## config.mk

```make
export PLATFORM = sky130hd
export DESIGN_NAME = div_seq_32by16
export DESIGN_NICKNAME = d
export VERILOG_FILES = /design/src/rtl/div_pkg.sv /design/src/rtl/div_restoring_step.sv /design/src/rtl/div_seq_32by16.sv
export SDC_FILE = /design/constraint.sdc
export NUM_CORES = 1
export LEC_CHECK = 0
export CORE_MARGIN = 10
export CORE_UTILIZATION = 35
export CTS_CLUSTER_DIAMETER = 150
export DETAILED_ROUTE_END_ITERATION = 8
export PLACE_DENSITY_LB_ADDON = 0.05
export SETUP_SLACK_MARGIN = 0.4
export SYNTH_ARGS = -nofsm -noshare
export SYNTH_HDL_FRONTEND = slang
export SYNTH_SLANG_ARGS = --single-unit
```

## constraint.sdc

```tcl
create_clock -name clk -period 7.2 [get_ports clk]
set_input_delay 1.44 -clock clk [delete_from_list [all_inputs] [get_ports clk]]
set_output_delay 1.44 -clock clk [all_outputs]
set_load 0.005 [all_outputs]
```

## src/rtl/div_pkg.sv

```systemverilog
// ---------------------------------------------------------------------------
// div_pkg
// Shared types and constants for the sequential restoring divider.
//   state_e  : divider FSM state (IDLE accepting, RUN iterating, DONE holding)
//   DW_DEF   : default divisor/quotient/remainder width (dividend is 2*DW_DEF)
//   CNT_W_DEF: step-counter width for the default DW
// ---------------------------------------------------------------------------
package div_pkg;

  localparam int unsigned DW_DEF    = 16;
  localparam int unsigned CNT_W_DEF = $clog2(DW_DEF);

  typedef enum logic [1:0] {
    S_IDLE = 2'd0,
    S_RUN  = 2'd1,
    S_DONE = 2'd2
  } state_e;

endpackage : div_pkg

```

## src/rtl/div_restoring_step.sv

```systemverilog
// ---------------------------------------------------------------------------
// div_restoring_step
// One combinational radix-2 restoring division step.
//   rem_i     : partial remainder going in (always < divisor_i)
//   bit_i     : next dividend bit, MSB first
//   divisor_i : divisor
//   rem_o     : partial remainder after the step
//   q_o       : quotient bit produced by the step
// ---------------------------------------------------------------------------
module div_restoring_step #(
  parameter int unsigned DW = 16
) (
  input  logic [DW-1:0] rem_i,
  input  logic          bit_i,
  input  logic [DW-1:0] divisor_i,
  output logic [DW-1:0] rem_o,
  output logic          q_o
);

  // Trial value needs one extra bit; the result fits back in DW bits
  // because rem_i < divisor_i keeps the new remainder below the divisor.
  logic [DW:0] trial;
  logic [DW:0] dvs_ext;

  assign trial   = {rem_i, bit_i};
  assign dvs_ext = {1'b0, divisor_i};
  assign q_o     = (trial >= dvs_ext);
  assign rem_o   = DW'(q_o ? (trial - dvs_ext) : trial);

endmodule : div_restoring_step

```

## src/rtl/div_seq_32by16.sv

```systemverilog
// ---------------------------------------------------------------------------
// div_seq_32by16
// Sequential radix-2 restoring divider: 2*DW-bit dividend by DW-bit divisor,
// one step per clock, one division in flight, valid/ready on both sides.
//   clk, rst_n            : clock, asynchronous active-low reset
//   in_valid / in_ready   : operand handshake (in_ready high only in IDLE)
//   dividend, divisor     : unsigned operands, sampled on the acceptance edge
//   out_valid / out_ready : result handshake, result held until accepted
//   quotient, remainder   : unsigned results
//   div_by_zero, overflow : error flags (quotient forced to all ones)
// ---------------------------------------------------------------------------
module div_seq_32by16
  import div_pkg::*;
#(
  parameter int unsigned DW = DW_DEF
) (
  input  logic            clk,
  input  logic            rst_n,
  input  logic            in_valid,
  output logic            in_ready,
  input  logic [2*DW-1:0] dividend,
  input  logic [DW-1:0]   divisor,
  output logic            out_valid,
  input  logic            out_ready,
  output logic [DW-1:0]   quotient,
  output logic [DW-1:0]   remainder,
  output logic            div_by_zero,
  output logic            overflow
);

  localparam int unsigned CNT_W = (DW > 1) ? $clog2(DW) : 1;

  state_e           state_q;
  logic [CNT_W-1:0] cnt_q;
  logic [DW-1:0]    dvd_q;   // low dividend bits; quotient bits fill in from the LSB
  logic [DW-1:0]    dvs_q;
  logic [DW-1:0]    rem_q;

  logic [DW-1:0]    rem_d;
  logic             qbit_d;
  logic [DW-1:0]    dvd_d;
  logic [DW-1:0]    dvd_hi;

  assign dvd_hi = dividend[2*DW-1:DW];

  // Ready depends on state alone, so no input reaches an output combinationally.
  assign in_ready = (state_q == S_IDLE);

  // Single restoring step on the current partial remainder.
  div_restoring_step #(
    .DW (DW)
  ) u_step (
    .rem_i     (rem_q),
    .bit_i     (dvd_q[DW-1]),
    .divisor_i (dvs_q),
    .rem_o     (rem_d),
    .q_o       (qbit_d)
  );

  // Dividend bits leave at the MSB while quotient bits enter at the LSB,
  // so after DW steps the shift register holds the full quotient.
  assign dvd_d = {dvd_q[DW-2:0], qbit_d};

  // Divider FSM with counter, operand/working registers and result registers.
  always_ff @(posedge clk or negedge rst_n) begin
    if (!rst_n) begin
      state_q     <= S_IDLE;
      cnt_q       <= '0;
      dvd_q       <= '0;
      dvs_q       <= '0;
      rem_q       <= '0;
      quotient    <= '0;
      remainder   <= '0;
      div_by_zero <= 1'b0;
      overflow    <= 1'b0;
      out_valid   <= 1'b0;
    end else begin
      unique case (state_q)
        S_IDLE: begin
          if (in_valid) begin
            dvd_q <= dividend[DW-1:0];
            dvs_q <= divisor;
            rem_q <= dvd_hi;
            cnt_q <= '0;
            if (divisor == '0) begin
              quotient    <= '1;
              remainder   <= dividend[DW-1:0];
              div_by_zero <= 1'b1;
              overflow    <= 1'b0;
              out_valid   <= 1'b1;
              state_q     <= S_DONE;
            end else if (dvd_hi >= divisor) begin
              // High half already >= divisor: quotient cannot fit in DW bits.
              quotient    <= '1;
              remainder   <= dividend[DW-1:0];
              div_by_zero <= 1'b0;
              overflow    <= 1'b1;
              out_valid   <= 1'b1;
              state_q     <= S_DONE;
            end else begin
              state_q <= S_RUN;
            end
          end
        end

        S_RUN: begin
          dvd_q <= dvd_d;
          rem_q <= rem_d;
          cnt_q <= cnt_q + CNT_W'(1);
          if (cnt_q == CNT_W'(DW - 1)) begin
            quotient    <= dvd_d;
            remainder   <= rem_d;
            div_by_zero <= 1'b0;
            overflow    <= 1'b0;
            out_valid   <= 1'b1;
            state_q     <= S_DONE;
          end
        end

        S_DONE: begin
          // Data outputs keep their values after the result is taken.
          if (out_ready) begin
            out_valid <= 1'b0;
            state_q   <= S_IDLE;
          end
        end

        default: begin
          out_valid <= 1'b0;
          state_q   <= S_IDLE;
        end
      endcase
    end
  end

endmodule : div_seq_32by16
```

-- After elaboration in Yosys (flattened, before gate mapping)
Index checks and enable logic that the tools add are counted.
- $lt $le $gt $ge: 2
- equal/unequal tests: 7
- multiplexer cells: 37
- add/sub/neg operators: 2
- reduce and logical (&&, ||, !) cells: 8
- operator list (operator ; number):
    $mux 16 ; 11
    $pmux 16 s2 ; 4
    $ge 17x16->1 ; 1
    $ge 16x16->1 ; 1
    $logic_not 16->1 ; 1
    $sub 16x16->16 ; 1
    $mux 1 ; 11
    $mux 2 ; 5
    $pmux 4 s2 ; 1
    $reduce_and 4->1 ; 2
    $ne 2x2->1 const B ; 3
    $pmux 2 s3 ; 1
    $add 4x1->4 const B ; 1
    $eq 4x4->1 const B ; 1
    $mux 4 ; 1
    $pmux 1 s2 ; 2
    $reduce_and 2->1 ; 2
    $ne 3x1->1 const B ; 1
    $pmux 1 s3 ; 1
    $reduce_and 3->1 ; 1
    $eq 2x1->1 const B ; 1
    $eq 2x2->1 const B ; 1
    $logic_not 2->1 ; 1
    $reduce_bool 2->1 ; 1
- logic and storage cells: 66
- flip-flop bits (word level): 89
- output and inout port bits: 36

-- Logic depth before layout (Yosys ltp)
- word-level depth: 5
- gate-level depth with buffers: 11
- gate-level depth less buffers: 11

-- Hierarchy
Synthesis repeated with hierarchy kept, for this count alone.
- cells, all modules: 590
- area, all modules: 5445.2 um^2
- modules (own cells, without submodules) (module ; instances ; cells each ; area each (um^2)):
    div_seq_32by16 ; 1 ; 432 ; 4286.6
    div_restoring_step ; 1 ; 158 ; 1158.6

-- Least setup slack after synthesis
Ideal clock, no wire load.
- path kind: input -> register
- start: input port divisor[7]
- end: register remainder[14]
- arrival: 3.193 ns
- cell stages on the path: 10
- buffers on the path: 1
- library setup time: 0.137 ns
- setup slack: 3.870 ns
- cell sequence: inv_1 > ha_1 > and3_1 > or3b_1 > nor3_2 > nand4bb_1 > nand3_2 > buf_4 > a222oi_1 > o31ai_1
- longest elaborated chain between the ends: 4
- RTL lines (what ; line ; text):
    start, declared ; div_seq_32by16.sv:22 ; input logic [DW-1:0] divisor,
    parallel branches: the longest is 4 deep, another holds $ge 16x16->1 ; -- ;
    end signal, assigned ; div_seq_32by16.sv:87 ; remainder <= dividend[DW-1:0];
    end signal, assigned ; div_seq_32by16.sv:95 ; remainder <= dividend[DW-1:0];
    end signal, assigned ; div_seq_32by16.sv:112 ; remainder <= rem_d;
    end, declared ; div_seq_32by16.sv:26 ; output logic [DW-1:0] remainder,
Several ways; the timed one is not identified. The select of a mux whose other input is x is not followed.
A chain may end at the register's enable or synchronous reset.

-- Final worst setup path
- start: input port divisor[11]
- end: register remainder[4]
The elaborated chain is that of the path after synthesis.

==> results.py <==
metrics = {
    "timing": {
        "drv_slew": 0,
        "final-setup-viol-count": 0,
        "rsz0062_at_grt": "no",
        "period_minus_slack_ps": 4320,
        "worst_slack_ps": 2880,
        "hold_viol_final": 0,
        "worst_slew_pin_slew_ps": 985,
        "finalCritPeriodShare_pct": 60.0,
        "max-slew-margin-rel_pct": 32.7,
        "clock_skew_ps": 9.43,
        "fmax_ghz": 0.232,
        "tns_ps": 0,
    },
    "floorplanning": {
        "io_pins": 88,
        "start_util_pct": 35.7,
        "fp.coreArea_um2": 15200,
        "die-width_um": 144,
        "rows": 45,
        "die-area_um2": 20900,
        "die_h_um": 144,
    },
    "clock_network": {
        "clock-sinks": 89,
        "cts_htree_levels": 3,
        "post_cts_buffers": 0,
        "clock_latency_ps": 350,
        "post_cts_resized": 0,
        "cts_buffers": 9,
        "root_buffer": "clkbuf_16",
        "cts_hold_buf": 0,
        "clockBufferDepth": 2,
        "clk_pin_slew_ps": 70,
        "cts_tree": "yes",
    },
    "critical_path": {
        "cpMostUsedCell": "nor2_1",
        "path_class": "in -> reg",
        "cp_slowest_cell": "a2111oi_0",
        "cp_max_fo": 67,
        "crit_path_end_kind": "flip-flop",
        "worst_ep_arrival_time_ps": 4560,
        "max_stage_delay_ps": 840,
        "start_kind": "input pin",
        "r2r_cells": 8,
        "cp.required_ps": 7440,
        "path_cells": "clkdlybuf4s50_1 -> inv_1 -> ha_1 -> nand2_1 -> nor2_1 -> a2111oi_0 -> nand4bb_1 -> nand3_2 -> buf_4 -> nor2_1 -> a22o_1",
    },
    "synth": {
        "synth_top_area_share_pct": 41.1,
        "yosys.area.top_type": "dfrtp_1",
        "yosys_most_used_dff": "dfrtp_1",
        "async_flop_share_pct": 100,
        "yosys_register_bits": 89,
        "synth_area_leaders": "dfrtp_1 (41%), ha_1 (7.6%), nand2_1 (7.5%), o21ai_0 (4.3%), nor2_1 (3.4%)",
        "synth_enable_flop_cells": 0,
        "synth_warnings": 0,
        "syn_avg_cell_area_um2": 9.01,
        "postSynthCellCount": 602,
        "synth_area_um2": 5420,
        "synth_cell_type_count": 72,
        "ys_seq_area_share_pct": 41.1,
        "synthesis.nets": 688,
    },
    "placement": {
        "dp_slack_ps": 2420,
        "post-dp-hpwl_um": 11900,
        "gp_routability_congestion": 0.789,
        "io_buffers": 87,
    },
    "final_layout": {
        "register_area_um2": 2230,
        "nFillCells": 1497,
        "antenna_cells": 0,
        "layout-drive-gt1-share_pct": 7.82,
        "area_growth_pct": 23.5,
        "final_nets": 759,
        "multi_input_area_um2": 2880,
    },
    "power": {
        "cellPowerDensity_nw_per_um2": 537,
        "p_leak_nw": 2.95,
        "vdd_ir_drop_max_mv": 0.179,
        "comb_power_share_pct": 60.6,
        "p_int_w": 0.00195,
        "power_switching_share_pct": 45.6,
        "clock_power_share_pct": 13.9,
        "p_seq_share_pct": 25.5,
        "switchingPower_w": 0.00164,
    },
    "drt": {
        "first_pass_iters": 4,
        "via_per_inst": 5.34,
        "routedWlPerCell_um": 19.2,
        "first_iter_violations": 372,
        "drc": 0,
        "num_vias": 4621,
        "wirelength_um": 16700,
        "antenna_left": 0,
    },
    "global_routing": {
        "grt_pass1_wl_um": 26600,
        "grt_overflow_total": 0,
        "grt_use_total_pct": 16.3,
        "grt_pass1_vias": 4778,
        "grt_max_degree": 68,
        "antenna_found_initial": 0,
    },
    "job": {
        "maxCapViolations": 0,
    },
    "hold_path": {
        "hold_depth": 2,
        "hp-class": "reg -> reg",
    },
    "status": {
        "status": "finished, final reports clean",
    },
}
[kinds of logic after synthesis]
group / share of synthesized area, %
mux: 1.57
compound gates: 22.1
buf+inv: 6.07
simple gates: 19.3
flops: 41.1
xor+xnor: 1.94
fa+ha+maj: 7.98
[flip-flops by register name, summed over array words and instances (netlist names)]
register and cells:
dvd_q 16, rem_q 16, out_valid 1, dvs_q 16
state_q 2, remainder 16, quotient 16, cnt_q 4
div_by_zero 1, overflow 1
[synthesized netlist by cell type, types with 4 or more instances]
master and n:
o21a_1 6, and2_1 5, buf_2 5, a21oi_1 14, nor4_1 5, ha_1 33
and3_1 9, o21ai_0 47, clkbuf_1 17, nand2_1 108, nand3_1 19, nor3_1 5
a311oi_1 5, a31oi_1 28, inv_1 39, o31ai_1 7, mux2i_1 6, xor2_1 7
a21boi_0 6, nor2_1 49, dfrtp_1 89, xnor2_1 5, a22o_1 4, o211ai_1 5
a21o_1 10
[routing by layer]
layer	vias to the layer above	part of all wire (%)	global-route usage [%]
met2	109	45	24.9
met4	0	2.0	6.06
met1	2233	48	22.4
met3	19	4.8	2.92
met5	-	0	0
li1	2260	-	-
[metrics by stage]
stage	cells	total power, W	hold slack [ps]	instance area [µm²]	utilization [%]
2_1_floorplan	602	0.00243	452	5420	-
5_1_grt	866	0.00389	501	6700	44.1
3_3_place_gp	850	0.00307	468	6390	42.0
6_report	866	0.00360	480	6700	44.1
3_5_place_dp	850	0.00309	470	6390	42.0
4_1_cts	866	0.00362	486	6700	44.1
[area by class of cell]
class,instances,area share (%)
well taps,188,3.51
clock inverters,5,0.934
inverters,39,2.19
multi-input cells,442,43.0
clock buffers,11,3.62
repair buffers,92,13.5
flip-flops and latches,89,33.3
[layout by cell type, fill, tap and decap left out, drive strengths merged, types with 4 or more instances in the layout]
master / synthesis / routed
a211oi: 5 / 5
a21boi: 7 / 7
a21o: 11 / 11
a21oi: 14 / 14
a22o: 4 / 4
a311oi: 5 / 5
a31oi: 28 / 28
and2: 5 / 5
and3: 9 / 9
buf: 12 / 6
clkbuf: 20 / 11
clkdlybuf4s50: 0 / 86
dfrtp: 89 / 89
ha: 33 / 33
inv: 39 / 40
mux2i: 7 / 7
nand2: 109 / 109
nand3: 20 / 20
nor2: 52 / 52
nor3: 7 / 7
nor4: 5 / 5
o211ai: 5 / 5
o21a: 6 / 6
o21ai: 49 / 49
o31ai: 9 / 9
xnor2: 5 / 5
xor2: 7 / 7
[power by group through the flow]
stage               logic [W]  registers [W]  clock network, W
global route          0.00242       0.000947          0.000526
CTS                   0.00219       0.000916          0.000507
detailed placement    0.00217       0.000922                 0
floorplan             0.00154       0.000889                 0
global placement      0.00215       0.000919                 0
finish                0.00218       0.000916          0.000499
[critical path: cells and delay by family]
kind | cells | cell delay, ps
AOI/OAI and AO/OA | 2 | 1060
and+or+nand+nor | 5 | 640
buffers and inverters | 3 | 1080
adders and majority gates | 1 | 320
[path summary, 6_finish.rpt]
path / from / to / slack (ps)
worst min-delay path: quotient[3] / quotient[3] / 480
min in group asynchronous: rst_n / dvs_q[12] / 1090
worst max register to register: rem_q[0] / remainder[11] / 3750
worst min register to register: quotient[3] / quotient[3] / 480
worst max-delay path: divisor[11] / remainder[4] / 2880
max in group asynchronous: rst_n / remainder[11] / 5070
Note: power is estimated with default switching activity, not from simulation.
==> edit, RTL diff (same flow settings) <==
Register the inputs `dividend` and `divisor` before use, without a reset. The logic sees them one clock later. The other inputs are not delayed to match.
--- a/src/rtl/div_seq_32by16.sv
+++ b/src/rtl/div_seq_32by16.sv
@@ -31,4 +31,12 @@
   localparam int unsigned CNT_W = (DW > 1) ? $clog2(DW) : 1;
 
+  logic [2*DW-1:0] dividend_q;
+  logic [DW-1:0] divisor_q;
+
+  always_ff @(posedge clk) begin
+    dividend_q <= dividend;
+    divisor_q  <= divisor;
+  end
+
   state_e           state_q;
   logic [CNT_W-1:0] cnt_q;
@@ -42,5 +50,5 @@
   logic [DW-1:0]    dvd_hi;
 
-  assign dvd_hi = dividend[2*DW-1:DW];
+  assign dvd_hi = dividend_q[2*DW-1:DW];
 
   // Ready depends on state alone, so no input reaches an output combinationally.
@@ -79,19 +87,19 @@
         S_IDLE: begin
           if (in_valid) begin
-            dvd_q <= dividend[DW-1:0];
-            dvs_q <= divisor;
+            dvd_q <= dividend_q[DW-1:0];
+            dvs_q <= divisor_q;
             rem_q <= dvd_hi;
             cnt_q <= '0;
-            if (divisor == '0) begin
+            if (divisor_q == '0) begin
               quotient    <= '1;
-              remainder   <= dividend[DW-1:0];
+              remainder   <= dividend_q[DW-1:0];
               div_by_zero <= 1'b1;
               overflow    <= 1'b0;
               out_valid   <= 1'b1;
               state_q     <= S_DONE;
-            end else if (dvd_hi >= divisor) begin
+            end else if (dvd_hi >= divisor_q) begin
               // High half already >= divisor: quotient cannot fit in DW bits.
               quotient    <= '1;
-              remainder   <= dividend[DW-1:0];
+              remainder   <= dividend_q[DW-1:0];
               div_by_zero <= 1'b0;
               overflow    <= 1'b1;
Behaviour: not the same (a bounded check fails within 4 cycles, from zero or initial values and one cycle with rst_n low).
==> edit against the unedited design <==
Combinational power decreased by 10%; sequential cell count increased by 48; worst setup slack improved by 0.74 ns; design area increased by 16%; critical path depth decreased by 4; maximum frequency increased by 21%; die area increased by 12%; total power increased by 11%; cell count increased by 13%; wire length increased by 7.9%; first-iteration DRC count decreased by 20%; count of clock-buffer cells in the layout increased by 10; synthesized area increased by 14%.
==> edit: results <==
[drt]
drc = 0
finalWirelength_um = 18000
vias_per_cell = 5.14
drt_first_pass_iters = 5
drt_iter0_markers = 296
num_vias = 5009

[min_path]
hp-class = register to register

[clock_tree]
htreeDepth = 4
postCtsSetupBuffers = 0
root_buffer = clkbuf_16
cts-buffers-inserted = 17
clk_latency_ns = 0.43
cts.repair.resized = 0
path_clk_slew_ns = 0.06
clockBufferDepth = 2

[yosys]
synth_common_cells = 127 x nand2_1, 89 x dfrtp_1, 63 x o21ai_0
synthCells = 659
synth_warnings = 0
async_flop_share_pct = 65.0
synthTopCellsByArea = dfrtp_1 36%, dfxtp_1 16%, nand2_1 7.7%
ys_types = 57
seq_area_frac_synth_pct = 51.7
synth_fp_nets = 745

[layout]
drive_gt1_share_pct = 7.20
final_nets = 824
top_register = dividend_q
largest_register_ffs = 32
num_antenna_cells = 0

[setup_path]
critPathMaxFanout = 66
cp_data_arrival_time_ns = 3.92

[global_routing]
grt_pass1_wl_um = 29000
first_global_vias = 5172
antenna_found_initial = 0
grt_usage_pct = 15.5
grt_max_degree = 70

[power_and_ir_drop]
peakVddDrop_mv = 0.187
cellLeakagePower_nw = 3.43

[placement]
place_area_um2 = 7230
io_buffer_count = 87
gp_congestion = 0.811
numPlacedInstances = 944
dp_hpwl_um = 13000
pre_cts_slack_ns = 3.16

[run_status]
status = finished clean

[sta]
report.final.slew_viol_count = 0
tightestPinTransition_ns = 1.08
fin_skew_ns = 0.0113
==> edit: routing by layer <==
metal	GRT usage (%)	vias to the layer above	part of all wire, %
met1	20.1	2392	47
met3	4.46	30	4.8
li1	-	2455	-
met4	6.09	0	2.4
met2	23.8	132	46
met5	0	-	0
==> edit: worst max-delay path, cell delays in order <==
cell and delay [ns]:
clkdlybuf4s50_1 0.49, and2_2 0.14, buf_4 0.54, nor2_1 0.13
nor2_1 0.72, o21ai_0 0.24, o21ai_0 0.21
==> edit: through the flow <==
| stage | power, W | util, % | hold slack (ns) |
|---|---|---|---|
| floorplan | 0.00252 | - | 0.429 |
| global placement | 0.00315 | 41.8 | 0.466 |
| detailed placement | 0.00318 | 41.8 | 0.469 |
| CTS | 0.00402 | 44.9 | 0.482 |
| global route | 0.00431 | 44.9 | 0.502 |
| finish | 0.00399 | 44.9 | 0.481 |
==> edit: layout make-up <==
| type | instances | area (µm²) |
|---|---|---|
| fillers | 1718 | 9520 |
| clock buffers | 21 | 450 |
| repair buffers | 92 | 906 |
| flip-flops and latches | 137 | 3190 |
| clock inverters | 10 | 95.1 |
| inverters | 40 | 150 |
| multi-input cells | 450 | 2700 |
| well taps | 225 | 282 |
==> edit: final timing paths <==
path	end	cells past startpoint	startpoint	slack (ns)
max	remainder[3]	7	in_valid	3.62
min	quotient[7]	2	quotient[7]	0.48
max reg2reg	remainder[2]	9	dvs_q[1]	4.02
min reg2reg	quotient[7]	2	quotient[7]	0.48
max in group asynchronous	remainder[7]	2	rst_n	5.11
min in group asynchronous	dvs_q[12]	1	rst_n	1.01
==> edit: kinds of logic (layout without fill, tap and decap cells) <==
family	after synthesis	after routing	share of synthesized area, %
XOR/XNOR	11	11	1.56
adder cells (fa/ha/maj)	34	34	7.02
AND/OR/NAND/NOR	219	219	15.5
multiplexers	3	3	0.589
buffers and inverters	72	163	4.51
AO/OA/AOI/OAI	183	183	19.1
flip-flops	137	137	51.7
==> edit: power by group <==
group,switching [W],internal [W]
Clock,0.000336,0.000484
Sequential,0.000176,0.00103
Combinational,0.00112,0.000840
Total,0.00163,0.00236
